[config.mk]
export PLATFORM = sky130hd
export DESIGN_NAME = pipe_ctrl
export DESIGN_NICKNAME = d
export VERILOG_FILES = /design/src/rtl/pipe_ctrl.sv
export SDC_FILE = /design/constraint.sdc
export NUM_CORES = 1
export LEC_CHECK = 0
export ABC_AREA = 1
export BUFFER_PORTS_ARGS = -buffer_cell sky130_fd_sc_hd__buf_2
export CORE_MARGIN = 4
export CORE_UTILIZATION = 52
export DETAILED_ROUTE_END_ITERATION = 16
export GPL_TIMING_DRIVEN = 0
export PLACE_DENSITY = 0.8
export RECOVER_POWER = 100
export SLEW_MARGIN = 0
export SYNTH_ARGS = -nofsm -noshare
export SYNTH_HDL_FRONTEND = slang
export SYNTH_SLANG_ARGS = --single-unit
export TNS_END_PERCENT = 1
[constraint.sdc]
create_clock -name clk -period 2 [get_ports clk]
set_input_delay 0.1 -clock clk [delete_from_list [all_inputs] [get_ports clk]]
set_output_delay 0.1 -clock clk [all_outputs]
set_load 0.01 [all_outputs]
[src/rtl/pipe_ctrl.sv]
// Pipeline hazard/stall controller: interlocks, redirect flushes, operand forwarding and data-memory wait/timeout.
// Optional feature macro: PIPE_CTRL_FORWARD_EN (forwarding paths present; only load-use stalls).
module pipe_ctrl #(
    parameter int MEM_TIMEOUT = 16
) (
    input  logic        clk,
    input  logic        rst,
    input  logic [4:0]  id_rs1,
    input  logic [4:0]  id_rs2,
    input  logic        id_rs1_need,
    input  logic        id_rs2_need,
    input  logic [4:0]  ex_rd,
    input  logic        ex_reg_we,
    input  logic        ex_is_load,
    input  logic [4:0]  mem_rd,
    input  logic        mem_reg_we,
    input  logic        ex_redirect,
    input  logic        dmem_req,
    input  logic        dmem_ack,
    output logic        pc_hold,
    output logic        ifid_hold,
    output logic        idex_bubble,
    output logic        ifid_flush,
    output logic        exmem_hold,
    output logic        memwb_bubble,
    output logic [1:0]  fwd_a,
    output logic [1:0]  fwd_b,
    output logic        bus_err,
    output logic [15:0] stall_cnt
);

    typedef enum logic {RUN, MWAIT} state_t;

    localparam logic [7:0] LAST_WAIT = 8'(MEM_TIMEOUT - 1);

    state_t     state;
    logic [7:0] wait_cnt;
    logic       a_ex, a_mem, b_ex, b_mem;
    logic       load_use, stall_hazard;
    logic       mem_busy, redirect, stall;

    function automatic logic reg_match(input logic need, input logic [4:0] rs,
                                       input logic [4:0] rd, input logic we);
        return need && (rs != 5'd0) && we && (rs == rd);
    endfunction

    assign a_ex     = reg_match(id_rs1_need, id_rs1, ex_rd, ex_reg_we);
    assign a_mem    = reg_match(id_rs1_need, id_rs1, mem_rd, mem_reg_we);
    assign b_ex     = reg_match(id_rs2_need, id_rs2, ex_rd, ex_reg_we);
    assign b_mem    = reg_match(id_rs2_need, id_rs2, mem_rd, mem_reg_we);
    assign load_use = ex_is_load && (a_ex || b_ex);

`ifdef PIPE_CTRL_FORWARD_EN
    assign stall_hazard = load_use;
`else
    // load_use is already covered by the EX matches; kept so every input is consumed
    assign stall_hazard = a_ex || a_mem || b_ex || b_mem || load_use;
`endif

    assign mem_busy = (dmem_req && !dmem_ack) || (state == MWAIT);
    assign redirect = !mem_busy && ex_redirect;
    assign stall    = !mem_busy && !ex_redirect && stall_hazard;

    assign pc_hold      = mem_busy || stall;
    assign ifid_hold    = mem_busy || stall;
    assign idex_bubble  = redirect || stall;
    assign ifid_flush   = redirect;
    assign exmem_hold   = mem_busy;
    assign memwb_bubble = mem_busy;

    // An ack in the final wait cycle wins over the timeout
    always_ff @(posedge clk or posedge rst) begin
        if (rst) begin
            state    <= RUN;
            wait_cnt <= 8'd0;
            bus_err  <= 1'b0;
        end else begin
            bus_err <= 1'b0;
            case (state)
                RUN: begin
                    if (dmem_req && !dmem_ack) begin
                        state    <= MWAIT;
                        wait_cnt <= 8'd0;
                    end
                end
                MWAIT: begin
                    if (dmem_ack) begin
                        state <= RUN;
                    end else if (wait_cnt == LAST_WAIT) begin
                        state   <= RUN;
                        bus_err <= 1'b1;
                    end else begin
                        wait_cnt <= wait_cnt + 8'd1;
                    end
                end
                default: state <= RUN;
            endcase
        end
    end

    always_ff @(posedge clk or posedge rst) begin
        if (rst) begin
            stall_cnt <= 16'd0;
        end else if (pc_hold && (stall_cnt != 16'hFFFF)) begin
            stall_cnt <= stall_cnt + 16'd1;
        end
    end

`ifdef PIPE_CTRL_FORWARD_EN
    // Select is captured with the ID/EX register: frozen while memory is busy
    always_ff @(posedge clk or posedge rst) begin
        if (rst) begin
            fwd_a <= 2'b00;
            fwd_b <= 2'b00;
        end else if (!mem_busy) begin
            if (idex_bubble) begin
                fwd_a <= 2'b00;
                fwd_b <= 2'b00;
            end else begin
                fwd_a <= (a_ex && !ex_is_load) ? 2'b01 : (a_mem ? 2'b10 : 2'b00);
                fwd_b <= (b_ex && !ex_is_load) ? 2'b01 : (b_mem ? 2'b10 : 2'b00);
            end
        end
    end
`else
    assign fwd_a = 2'b00;
    assign fwd_b = 2'b00;
`endif

endmodule
---- After elaboration in Yosys (flattened, before gate mapping) ----
Cells that the tools add are included.
word-level totals
  register bits ........................... 26
  bits of input ports ..................... 30
  output and inout port bits .............. 27
  logic and storage cells ................. 57
cells by class
  $add $sub $neg .......................... 2
  eq/ne operators ......................... 9
  multiplexer cells ....................... 11
  bitwise logic cells ..................... 1
  reductions and logical operators ........ 30
operator list
  operator                                             count
  two-way mux 8 bit                                    3
  equality test 5 bit                                  4
  adder 16 x 1 -> 16 bit, second input constant        1
  logical AND 1 bit                                    16
  inequality test 16 bit, second input constant        1
  one-hot mux 8 bit (2 select lines)                   1
  nonzero test 5 bit                                   2
  adder 8 x 1 -> 8 bit, second input constant          1
  equality test 8 x 4 -> 1 bit, second input constant  1
  logical OR 1 bit                                     8
  two-way mux 1 bit                                    6
  inequality test 2 bit, second input constant         3
  zero test 1 bit                                      3
  AND reduction 3 bit                                  1
  one-hot mux 1 bit (2 select lines)                   1
  NOT 1 bit                                            1

---- Longest topological paths before layout ----
  word-level depth ........................ 11
  depth in mapped cells ................... 14
  gate-level depth less buffers ........... 13

---- Least setup slack after synthesis ----
No wires, ideal clock.
  path kind ............................... register -> register
  start point ............................. register stall_cnt[0]
  end point ............................... register stall_cnt[11]
  library setup time ...................... 0.117 ns
  arrival ................................. 1.578 ns
  required time ........................... 1.883 ns
  path slack .............................. 0.304 ns
  stages on the path, launching flop included .. 10
  path through ............................ dfrtp_1 > ha_1 > nand3_1 > inv_2 > nand2_2 > nor3_4 > nand4_4 > buf_2 > nand3_1 > nand2_1
between the ends
  longest elaborated chain between the ends .. 2
  elaborated cells between the ends (all ways) .. 3
  those cells by class .................... 1 x add/sub; 1 x eq/ne; 1 x reduce/logical
ends and longest elaborated chain
  what                                                                            RTL line  RTL
  from (decl)                                                                     29        output logic [15:0] stall_cnt
  from (signal assigned)                                                          105       stall_cnt <= stall_cnt + 16'd1;
  parallel branches: the longest is 2 deep, another holds adder 16 x 1 -> 16 bit  -
Parallel ways; which one is timed is not known.
A chain may end at the register's enable or synchronous reset.

---- Worst setup path after layout ----
  start point ............................. register state
  end point ............................... output port pc_hold
between the ends
  longest elaborated chain between the ends .. 5
ends and longest elaborated chain
  what                            RTL line  RTL
  from (decl)                     36        state_t state;
  from (signal assigned)          74        state <= RUN;
  from (signal assigned)          82        state <= MWAIT;
  from (signal assigned)          88        state <= RUN;
  logical OR 1 bit (*)            60        assign mem_busy = (dmem_req && !dmem_ack) || (state == MWAIT);
  zero test 1 bit                 62        assign stall = !mem_busy && !ex_redirect && stall_hazard;
  logical AND 1 bit (2 in a row)  62
  logical OR 1 bit (*)            64        assign pc_hold = mem_busy || stall;
  to (decl)                       20        output logic pc_hold,
Mark *: on every way between the ends. The rest lies on a longest branch, timed or not.

==> metrics.yaml <==
hold_path:
  min_delay_path_depth: 2
  worstHoldPathType: "input pin to flip-flop"
  worst_hold_endpoint: "bus_err"
  worst_hold_startpoint: "dmem_ack"
worst_setup_path:
  critical_path_required_time_ns: 1.90
  worst-setup-path-type: "flip-flop to output port"
  max_stage_delay_ns: 0.46
  critPathLaunchType: "flip-flop"
  r2r_slack_ns: 0.15
  kind_of_end_point_of_the_critical_path: "output port"
  cp_data_arrival_time_ns: 1.77
  startpoint: "state"
  reg2reg_from: "stall_cnt[0]"
  critical_path.slowest_cell: "sky130_fd_sc_hd__dfrtp_2"
  timing.rr.end: "stall_cnt[8]"
  worst-r2r-cell-count: 10
  worstPathCellList: "a21oi_4 > inv_1 > nor2_1 > nand2_1 > nand2_4 > buf_4 > clkbuf_4 > buf_2"
  timing.critical_path.fanout_max: 11
finish:
  num-nets-final: 402
  multiInputGateArea_mm2: 0.001139
  layout-drive-gt1-share: 0.1658
  finish.cell_count_without_fillers: 416
  flow.area_growth_from_synthesis_pct: 18.86
  design_area_mm2: 0.002357
  area.sequential_um2: 653.1
  layout.filler_cells: 382
  antenna_cells: 0
power_and_ir_drop:
  net-switching-power_mw: 0.5136
  worst_vdd_drop_mv: 0.2740
  pwr-share-seq: 0.476
  p_comb_frac: 0.317
  power.static_leakage_nw: 1.313
  power_density_mw_per_mm2: 605.9
  p_int_mw: 0.9147
  clockPowerShare: 0.207
  netSwitchingFraction: 0.3596
placed_design:
  dpl-instance-area_mm2: 0.002310
  placed_cells: 412
  detailed_place_hpwl_um: 3623
  placer_s_final_routability_congestion_estimate: 0.9100
  placement.io_buffers: 51
global_routing:
  globalRouteTotalUtil: 0.1866
  antenna_found_initial: 0
  global_route_wire_length_before_repair_um: 7521
  gr-total-overflow: 0
  maximum_number_of_pins_on_one_net_before_global_route_repair: 27
  vias_in_the_first_global_route: 1794
run:
  drv_cap: 0
logic_synthesis:
  ys_types: 26
  synth-seq-area-share: 0.3281
  postSynthRegisterBits: 26
  synth.yosys.warnings: 0
  synth_area_per_cell_um2: 6.397
  mappedNetlistArea_mm2: 0.001983
  synthCells: 310
floorplan:
  initial_utilization: 0.5417
  dieArea_mm2: 0.004866
  dieWidth_um: 69.76
  placementRows: 22
  chipHeight_um: 69.76
  core_area_mm2: 0.003661
  pin_count: 57
clocking:
  clkSlewWorstSetupHoldPaths_ns: 0.08
  postCtsHoldBufs: 0
  cts_root_buffer: "sky130_fd_sc_hd__clkbuf_8"
  clock_sink_count: 26
  clk_path_buf_depth: 2
  insertion_delay_ns: 0.27
  cts_tree: "built"
  tritoncts.num_buffers: 3
  cts_max_level: 1
timing:
  worst_hold_slack_ns: 0.03813
  finClkSkew_ns: 0.002944
  relSlewSlack: 0.3412
  timing.fmax_mhz: 536.1
  layout_min_cycle_time_ns: 1.865
  count_of_endpoints_failing_setup_in_the_final_report: 0
  worstMarginPinSlew_ns: 0.9871
  timing.setup.tns_ns: 0
  report.final.slew_viol_count: 0
  grt_setup_unrepaired: "false"
  period_share: 0.9327
  final_hold_violating_endpoints: 0
detailed_routing:
  via_per_inst: 4.841
  drtAntennaViolNets: 0
  vias: 2014
  routed_wire_length_per_instance_um: 10.62
  finalWirelength_um: 4417
  first_pass_iters: 4
  remaining_drc_errors: 0
  initialDrtViolationCount: 123
outcome:
  status: "completed"
==> registers in the layout (all words and copies together) (netlist names) <==
register and cells:
stall_cnt 16, wait_cnt 8, bus_err 1, state 1
==> cell usage after synthesis, drive strengths merged <==
cell	count	share of area
nor4	1	0.0032
dfrtp	26	0.33
inv	42	0.079
nand4	5	0.023
a21oi	3	0.0076
xor2	10	0.044
nand2	116	0.23
conb	1	0.0019
a21boi	1	0.0038
nor2	35	0.066
nor3b	2	0.0076
ha	2	0.013
nor3	7	0.026
buf	9	0.033
nand3	35	0.088
xnor2	5	0.022
o21ai	10	0.025
==> kinds of logic after synthesis <==
kind of cell	after synthesis	share of synthesized area
buffers and inverters	51	0.1129
AND/OR/NAND/NOR	201	0.4416
XOR/XNOR	15	0.06624
adder cells (fa/ha/maj)	2	0.01262
flip-flops	26	0.3281
other	1	0.001891
AO/OA/AOI/OAI	14	0.03659
==> cell usage in the layout, fill, tap and decap left out <==
master and instances:
sky130_fd_sc_hd__a21boi_0 1, sky130_fd_sc_hd__a21oi_1 2, sky130_fd_sc_hd__a21oi_4 1, sky130_fd_sc_hd__buf_2 35, sky130_fd_sc_hd__buf_4 7, sky130_fd_sc_hd__clkbuf_1 17
sky130_fd_sc_hd__clkbuf_4 2, sky130_fd_sc_hd__clkbuf_8 3, sky130_fd_sc_hd__conb_1 4, sky130_fd_sc_hd__dfrtp_1 24, sky130_fd_sc_hd__dfrtp_2 2, sky130_fd_sc_hd__ha_1 1
sky130_fd_sc_hd__ha_2 1, sky130_fd_sc_hd__inv_1 39, sky130_fd_sc_hd__inv_2 3, sky130_fd_sc_hd__nand2_1 112, sky130_fd_sc_hd__nand2_2 2, sky130_fd_sc_hd__nand2_4 2
sky130_fd_sc_hd__nand3_1 35, sky130_fd_sc_hd__nand4_1 4, sky130_fd_sc_hd__nand4_4 1, sky130_fd_sc_hd__nor2_1 35, sky130_fd_sc_hd__nor3_1 5, sky130_fd_sc_hd__nor3_2 1
sky130_fd_sc_hd__nor3_4 1, sky130_fd_sc_hd__nor3b_1 2, sky130_fd_sc_hd__nor4_1 1, sky130_fd_sc_hd__o21ai_0 10, sky130_fd_sc_hd__xnor2_1 5, sky130_fd_sc_hd__xor2_1 10
==> critical path: cells and delay by family, from the launching register on <==
family	cells	cell delay [ns]
and+or+nand+nor	3	0.32
AOI/OAI and AO/OA	1	0.16
buffers and inverters	4	0.55
DFF	1	0.46
==> timing repair <==
| item | in CTS | in global routing |
|---|---|---|
| hold endpoints to repair | 0 | 0 |
| setup buffers | 0 | 1 |
| resized for setup | 1 | 6 |
| setup endpoints to repair | 1 | 14 |
==> routing by layer <==
layer | GRT usage | share of wire | vias up | routed length [um]
met5 | 0 | 0 | - | 0
met2 | 0.3157 | 0.47 | 50 | 2082
li1 | - | - | 1074 | -
met1 | 0.2399 | 0.46 | 886 | 2018
met4 | 0.07872 | 0.017 | 0 | 74
met3 | 0.02174 | 0.055 | 4 | 242
==> worst max path at each step <==
stage | to | slack (ns) | cells past startpoint
after floorplan | stall_cnt[11] | 0.30 | 9
after global placement | stall_cnt[10] | 0.15 | 9
after detailed placement | stall_cnt[8] | 0.12 | 9
after CTS | pc_hold | 0.03 | 8
after global routing | pc_hold | 0.01 | 8
final | pc_hold | 0.13 | 8
==> area by class of cell <==
type,instances,area share
well taps,48,0.02548
plain buffers,9,0.02760
multi-input cells,236,0.4830
repair buffers,52,0.1024
clock buffers,3,0.01752
inverters,42,0.06688
flip-flops and latches,26,0.2771
==> metrics by stage <==
stage	power, mW	utilization	worst slack, ns
4_1_cts	1.430	0.6429	0.03192
3_3_place_gp	1.119	0.6309	0.1538
6_report	1.428	0.6439	0.1345
3_5_place_dp	1.133	0.6309	0.1241
2_1_floorplan	0.9698	-	0.3045
5_1_grt	1.541	0.6439	0.01048
==> power by group through the flow <==
stage	clock network (mW)	logic (mW)	registers, mW
6_report	0.296	0.453	0.680
5_1_grt	0.322	0.526	0.693
4_1_cts	0.306	0.448	0.676
3_5_place_dp	0	0.446	0.687
3_3_place_gp	0	0.436	0.683
2_1_floorplan	0	0.277	0.693
(Power assumes the default switching activity.)
